===== config.mk =====
export PLATFORM = sky130hd
export DESIGN_NAME = bus_arbiter3_flat
export DESIGN_NICKNAME = d
export VERILOG_FILES = /design/src/rtl/bus_arbiter3_pkg.sv /design/src/rtl/bus_arbiter3_if.sv /design/src/rtl/arb_pick3.sv /design/src/rtl/mux3_keyed.sv /design/src/rtl/bus_arbiter3.sv /design/src/flat_wrapper.sv
export SDC_FILE = /design/constraint.sdc
export NUM_CORES = 1
export LEC_CHECK = 0
export ABC_AREA = 1
export CORE_AREA = 2 2 132 134
export CTS_CLUSTER_SIZE = 12
export DETAILED_ROUTE_END_ITERATION = 8
export DIE_AREA = 0 0 134 136
export SLEW_MARGIN = 15
export SYNTH_ARGS = -nofsm -noshare
export SYNTH_HDL_FRONTEND = slang
export SYNTH_SLANG_ARGS = --single-unit
export TNS_END_PERCENT = 50

===== constraint.sdc =====
create_clock -name clk -period 1.3 [get_ports clk]
set_input_delay 0.195 -clock clk [delete_from_list [all_inputs] [get_ports clk]]
set_output_delay 0.195 -clock clk [all_outputs]
set_load 0.01 [all_outputs]

===== src/rtl/bus_arbiter3_pkg.sv =====
// Shared encodings for the three-master bus arbiter: FSM states, grant indices
// and the modulo-3 index increment used by arbitration and the round-robin pointer.
package bus_arbiter3_pkg;

    typedef enum logic [1:0] {
        ST_IDLE = 2'd0,
        ST_REQ  = 2'd1,
        ST_RESP = 2'd2
    } state_e;

    typedef logic [1:0] sel_t;

    localparam sel_t SEL_M0 = 2'b00;
    localparam sel_t SEL_M1 = 2'b01;
    localparam sel_t SEL_M2 = 2'b10;

    function automatic sel_t next_idx3(input sel_t idx);
        return (idx == SEL_M2) ? SEL_M0 : sel_t'(idx + 2'd1);
    endfunction

endpackage


===== src/rtl/bus_arbiter3_if.sv =====
// Bundle of master-side request/response and slave-side bus signals.
// The arbiter uses the master modport; the environment uses the slave modport.
interface bus_arbiter3_if #(
    parameter int DATA_WIDTH = 32,
    parameter int ADDR_WIDTH = 32
);
    logic [2:0]              m_valid;
    logic [2:0]              m_ready;
    logic [3*ADDR_WIDTH-1:0] m_addr;
    logic [3*DATA_WIDTH-1:0] m_wdata;
    logic [2:0]              m_wen;
    logic [2:0]              m_rvalid;
    logic [DATA_WIDTH-1:0]   m_rdata;
    logic                    s_valid;
    logic                    s_ready;
    logic [ADDR_WIDTH-1:0]   s_addr;
    logic [DATA_WIDTH-1:0]   s_wdata;
    logic                    s_wen;
    logic                    s_rvalid;
    logic [DATA_WIDTH-1:0]   s_rdata;
    logic [1:0]              sel;

    modport master (
        input  m_valid, m_addr, m_wdata, m_wen, s_ready, s_rvalid, s_rdata,
        output m_ready, m_rvalid, m_rdata, s_valid, s_addr, s_wdata, s_wen, sel
    );

    modport slave (
        output m_valid, m_addr, m_wdata, m_wen, s_ready, s_rvalid, s_rdata,
        input  m_ready, m_rvalid, m_rdata, s_valid, s_addr, s_wdata, s_wen, sel
    );
endinterface


===== src/rtl/arb_pick3.sv =====
// Combinational winner selection among three requesters, searching from
// ptr_i upward modulo 3. A constant zero pointer yields fixed priority 0 > 1 > 2.
module arb_pick3
    import bus_arbiter3_pkg::*;
(
    input  logic [2:0] valid_i,
    input  sel_t       ptr_i,
    output sel_t       idx_o
);
    sel_t cand0;
    sel_t cand1;
    sel_t cand2;

    assign cand0 = ptr_i;
    assign cand1 = next_idx3(cand0);
    assign cand2 = next_idx3(cand1);

    always_comb begin
        idx_o = SEL_M0;
        if (valid_i[cand0]) begin
            idx_o = cand0;
        end else if (valid_i[cand1]) begin
            idx_o = cand1;
        end else if (valid_i[cand2]) begin
            idx_o = cand2;
        end
    end
endmodule


===== src/rtl/mux3_keyed.sv =====
// Multi-bit 3:1 mux keyed by a 2-bit index; the unused key 2'b11 yields zero.
module mux3_keyed
    import bus_arbiter3_pkg::*;
#(
    parameter int W = 8
) (
    input  logic [W-1:0] d0_i,
    input  logic [W-1:0] d1_i,
    input  logic [W-1:0] d2_i,
    input  sel_t         key_i,
    output logic [W-1:0] q_o
);
    always_comb begin
        q_o = '0;
        unique case (key_i)
            SEL_M0:  q_o = d0_i;
            SEL_M1:  q_o = d1_i;
            SEL_M2:  q_o = d2_i;
            default: q_o = '0;
        endcase
    end
endmodule


===== src/rtl/bus_arbiter3.sv =====
// Three-master to one-slave arbiter with a single outstanding transaction.
// Define BUS_ARBITER3_RR_EN for round-robin arbitration; otherwise fixed priority 0 > 1 > 2.
module bus_arbiter3
    import bus_arbiter3_pkg::*;
#(
    parameter int DATA_WIDTH = 32,
    parameter int ADDR_WIDTH = 32
) (
    input  logic            clk,
    input  logic            rst,
    bus_arbiter3_if.master  bif
);
    localparam int PW = ADDR_WIDTH + DATA_WIDTH + 1;

    state_e state_q;
    state_e state_d;
    sel_t   sel_q;
    sel_t   sel_d;
    sel_t   rr_ptr;
    sel_t   pick_idx;
    logic   req_active;

    logic [PW-1:0] pay [3];
    logic [PW-1:0] pay_sel;

`ifdef BUS_ARBITER3_RR_EN
    sel_t ptr_q;
    sel_t ptr_d;

    // Pointer moves past the master just served, once its response is delivered.
    always_comb begin
        ptr_d = ptr_q;
        if (state_q == ST_RESP && bif.s_rvalid) begin
            ptr_d = next_idx3(sel_q);
        end
    end

    always_ff @(posedge clk) begin
        if (rst) begin
            ptr_q <= SEL_M0;
        end else begin
            ptr_q <= ptr_d;
        end
    end

    assign rr_ptr = ptr_q;
`else
    assign rr_ptr = SEL_M0;
`endif

    arb_pick3 u_pick (
        .valid_i (bif.m_valid),
        .ptr_i   (rr_ptr),
        .idx_o   (pick_idx)
    );

    always_ff @(posedge clk) begin
        if (rst) begin
            state_q <= ST_IDLE;
            sel_q   <= SEL_M0;
        end else begin
            state_q <= state_d;
            sel_q   <= sel_d;
        end
    end

    always_comb begin
        state_d    = state_q;
        sel_d      = sel_q;
        req_active = 1'b0;
        unique case (state_q)
            ST_IDLE: begin
                if (|bif.m_valid) begin
                    sel_d   = pick_idx;
                    state_d = ST_REQ;
                end
            end
            ST_REQ: begin
                req_active = 1'b1;
                if (bif.s_ready) begin
                    state_d = ST_RESP;
                end
            end
            ST_RESP: begin
                if (bif.s_rvalid) begin
                    state_d = ST_IDLE;
                end
            end
            default: state_d = ST_IDLE;
        endcase
    end

    // Handshakes only ever reach the granted master.
    for (genvar gi = 0; gi < 3; gi++) begin : g_master
        assign pay[gi] = {bif.m_wen[gi],
                          bif.m_wdata[gi*DATA_WIDTH +: DATA_WIDTH],
                          bif.m_addr[gi*ADDR_WIDTH +: ADDR_WIDTH]};
        assign bif.m_ready[gi]  = req_active && (sel_q == 2'(gi)) && bif.s_ready;
        assign bif.m_rvalid[gi] = (state_q == ST_RESP) && (sel_q == 2'(gi)) && bif.s_rvalid;
    end

    mux3_keyed #(.W(PW)) u_pay_mux (
        .d0_i  (pay[0]),
        .d1_i  (pay[1]),
        .d2_i  (pay[2]),
        .key_i (sel_q),
        .q_o   (pay_sel)
    );

    assign {bif.s_wen, bif.s_wdata, bif.s_addr} = pay_sel;
    assign bif.s_valid = req_active;
    assign bif.m_rdata = bif.s_rdata;
    assign bif.sel     = sel_q;
endmodule


===== src/flat_wrapper.sv =====
// flat-port wrapper written by rule: the top's interface ports become plain ports
module bus_arbiter3_flat import bus_arbiter3_pkg::*;
#(
    parameter int DATA_WIDTH = 32,
    parameter int ADDR_WIDTH = 32
)
  (clk, rst, bif_m_valid, bif_m_addr, bif_m_wdata, bif_m_wen, bif_s_ready, bif_s_rvalid, bif_s_rdata, bif_m_ready, bif_m_rvalid, bif_m_rdata, bif_s_valid, bif_s_addr, bif_s_wdata, bif_s_wen, bif_sel);
  bus_arbiter3_if #(.DATA_WIDTH(DATA_WIDTH), .ADDR_WIDTH(ADDR_WIDTH)) bif_i ();
  input  logic clk;
  input  logic rst;
  input wire logic [$bits(bif_i.m_valid)-1:0] bif_m_valid;
  input wire logic [$bits(bif_i.m_addr)-1:0] bif_m_addr;
  input wire logic [$bits(bif_i.m_wdata)-1:0] bif_m_wdata;
  input wire logic [$bits(bif_i.m_wen)-1:0] bif_m_wen;
  input wire logic [$bits(bif_i.s_ready)-1:0] bif_s_ready;
  input wire logic [$bits(bif_i.s_rvalid)-1:0] bif_s_rvalid;
  input wire logic [$bits(bif_i.s_rdata)-1:0] bif_s_rdata;
  output wire logic [$bits(bif_i.m_ready)-1:0] bif_m_ready;
  output wire logic [$bits(bif_i.m_rvalid)-1:0] bif_m_rvalid;
  output wire logic [$bits(bif_i.m_rdata)-1:0] bif_m_rdata;
  output wire logic [$bits(bif_i.s_valid)-1:0] bif_s_valid;
  output wire logic [$bits(bif_i.s_addr)-1:0] bif_s_addr;
  output wire logic [$bits(bif_i.s_wdata)-1:0] bif_s_wdata;
  output wire logic [$bits(bif_i.s_wen)-1:0] bif_s_wen;
  output wire logic [$bits(bif_i.sel)-1:0] bif_sel;
  assign bif_i.m_valid = bif_m_valid;
  assign bif_i.m_addr = bif_m_addr;
  assign bif_i.m_wdata = bif_m_wdata;
  assign bif_i.m_wen = bif_m_wen;
  assign bif_i.s_ready = bif_s_ready;
  assign bif_i.s_rvalid = bif_s_rvalid;
  assign bif_i.s_rdata = bif_s_rdata;
  assign bif_m_ready = bif_i.m_ready;
  assign bif_m_rvalid = bif_i.m_rvalid;
  assign bif_m_rdata = bif_i.m_rdata;
  assign bif_s_valid = bif_i.s_valid;
  assign bif_s_addr = bif_i.s_addr;
  assign bif_s_wdata = bif_i.s_wdata;
  assign bif_s_wen = bif_i.s_wen;
  assign bif_sel = bif_i.sel;
  bus_arbiter3 #(.DATA_WIDTH(DATA_WIDTH), .ADDR_WIDTH(ADDR_WIDTH)) u_core (.clk(clk), .rst(rst), .bif(bif_i));
endmodule

==> results.md <==
* Worst clock skew at 0.0006181 ns
* RePlAce Congestion at a little under 0.8
* Critical Path RT at 1.11 ns
* Final ANT Viol Nets at 0
* Clock share of power at 15.4%
* R2R setup slack at 0.27 ns
* Largest net degree at the start of global routing at 19
* Initial antenna violation count at 0
* Worst r2r src: u_core.state_q[1]
* Int Power at between 2 and 2.5 mW
* Via count at 3286
* CTS tree: built
* Min-Delay Startpoint: bif_s_rdata[28]
* Port bufs at 275
* NetSw at 1.130 mW
* Worst Path Arrival at ~1.4 ns
* Critical path's slowest cell: dfxtp_2
* Slowest stage delay, CP at 0.32 ns
* Highest Clock Rate at 612.7 MHz
* Worst skew pair latency at 0.22 ns
* Post-CTS Hold Buffers at 0
* Non-Filler Instances at about 850
* Starting density of the core at 9.668%
* Cells on worst reg2reg path at 5
* Htree depth at 1
* Placed cells at 816
* Clk sinks at 4
* CP Launch Type: flop
* Die Width at 134 µm
* Drt initial violations at 100
* DRC at 0
* RSZ-0062 raised after global routing: true
* Final Util at 31.94%
* Total track usage at 12.58%
* Setup CP Type: flop to output pin
* Sequential cell area fraction in the yosys report at about 4.9%
* DRT Pass-1 Iters at 4
* Fin crit period at roughly 1.6 ns
* Layout cells sized above 1 at between 30% and 40%
* Post-route cell area at roughly 0.0054 mm²
* Clock Path Buffers at 2
* CORE AREA at 0.01688 mm²
* Final worst slack at -0.3323 ns
* Final Hold Viols at 0
* Dpl hpwl at between 7 and 8 mm
* PD cells at about 580 mW/mm²
* Endpoints failing setup at 71
* Setup crit end: bif_s_addr[16]
* Switching part of the total at 36.02%
* Worst setup EP type: output pin
* Reg power frac at 4.6%
* Die area at 0.01822 mm²
* CP dominant cell by count: buf_12
* First-pass GRT wire length at 17.59 mm
* Area Overhead vs Synth at 230.4%
* Wire length per cell at approximately 15 µm
* Post-Synthesis Cells at 355
* Die Y at 136 µm
* Max-Cap Viols at 0
* Clock Root Buffer: clkbuf_16
* Hold WC Path Type: input port to output pin
* Logic gate share of total power at between 70% and 80%
* Site Rows at 48
* Worst vdd ir at 0.5610 mV
* Failing checks: negative setup slack
* Cts bufs inserted at 3
* Crit path from: u_core.bif.sel[1]
* Mapped Area at 0.001632 mm²
* CP cell instances: buf_6 -> nor2_4 -> buf_4 -> buf_12 -> buf_12 -> nand2_1 -> nand3_1 -> buf_2
* LEAKAGE at 2.466 nW
* Final wirelength at 12.75 mm
* Power, Total at 3.138 mW
* Average cell area after synthesis at 4.596 µm²
* Crit-path max FO at 7
* Max Slew Vio Count at 0
* Post-synthesis cell type count at 13
* Reg2Reg Capture Point: u_core.bif.sel[0]
* #FFs+latches synth at 4
* Number of I/O pins at 340
* Vias in the first global route at approximately 3200
* Least-Margin Pin Slew at ~0.21 ns
* CTS clk-pin slew, worst paths at 0.03 ns
* Via-to-Cell Ratio at just under 4
* Placement Cell Area at between 0.004 and 0.005 mm²
* Fin crit share at 125.6%
* Synth warn at 0
* GRT overflow at 0
* Worst slew margin relative to its limit at 85.73%
* Status: finished with violations
* Fin nets at 857
* Number of diodes at 0
* Synth Net Count at 589
worst max-delay path: cells and delay by family (launching register included):
kind          cells  cell delay (ns)
flops             1             0.32
buf+inv           5             0.62
simple gates      3             0.25
per-stage QoR:
stage | hold WS (ns) | setup TNS [ns] | worst slack, ns
after floorplan | 0.2641 | 0 | 0.002582
after global placement | 0.3901 | -32.06 | -0.4945
after detailed placement | 0.3901 | -32.38 | -0.5064
after CTS | 0.3901 | -19.52 | -0.3349
after global routing | 0.3900 | -22.38 | -0.3739
final | 0.3900 | -18.46 | -0.3323
logic make-up after synthesis:
family          count (synthesis)  synth area share, %
buf+inv                        63                23.24
flops                           4                4.908
compound gates                  3               0.9200
simple gates                  285                70.93
placed cells by master, fill, tap and decap left out:
cell type          n
clkdlybuf4s50_1  201
nand2_1          151
buf_2             38
buf_6             38
nand3_1           34
nand3_2           33
nand2_2           28
nand2_4           25
buf_4             14
buf_16            11
buf_12            11
nor2_1            10
inv_1              8
clkbuf_16          4
a21oi_1            3
nor2_4             2
dlygate4sd2_1      2
dfxtp_2            2
dfxtp_1            2
nor2_2             1
inv_2              1
inv_4              1
nor3_1             1
power groups by stage:
stage	registers [mW]	clock network (mW)	logic (mW)
after detailed placement	0.144	0	1.98
after floorplan	0.144	0	0.715
final	0.146	0.484	2.51
after global placement	0.144	0	1.99
after global routing	0.147	0.501	2.67
after CTS	0.145	0.492	2.38
cells in the mapped netlist:
library cell	instances	area share (%)
nor2_1	12	2.8
nor3_1	1	0.31
clkbuf_1	4	0.92
buf_4	33	15
nand3_1	67	21
dfxtp_1	4	4.9
buf_2	15	4.6
nand2_1	204	47
inv_2	1	0.23
nor2_2	1	0.38
a21oi_1	3	0.92
inv_1	9	2.1
buf_1	1	0.23
how the worst min path moves through the flow:
stage,to,cells after the start
floorplan,u_core.bif.sel[0],1
global placement,bif_m_rdata[12],0
detailed placement,bif_m_rdata[12],0
CTS,bif_m_rdata[12],0
global route,bif_m_rdata[28],0
finish,bif_m_rdata[28],0
per-layer routing:
metal	wire [µm]	GRT usage, %	part of all wire, %	vias to the layer above
met5	0	0	0	-
met4	388	4.078	3.0	0
met3	1199	2.834	9.4	32
met2	6602	23.82	52	189
met1	4557	13.82	36	1447
li1	-	-	-	1618
sequential cells by signal, indices dropped and copies added, names as in the netlist:
register / count
u_core.bif.sel: 2
u_core.state_q: 2
what timing repair did:
item	4_1_cts	5_1_grt
endpoints found under the setup margin	74	71
resized for setup	406	55
pin swaps	26	6
buffers inserted	16	2
cloned	12	1
area by class of cell:
type	count	area [µm²]
Clock buffer	3	75.07
Fill cell	1810	11490
Inverter	10	40.04
Multi-Input combinational cell	288	1610
Sequential cell	4	82.58
Tap cell	225	281.5
Timing Repair Buffer	316	3301
Power figures use the tool's default switching activity.
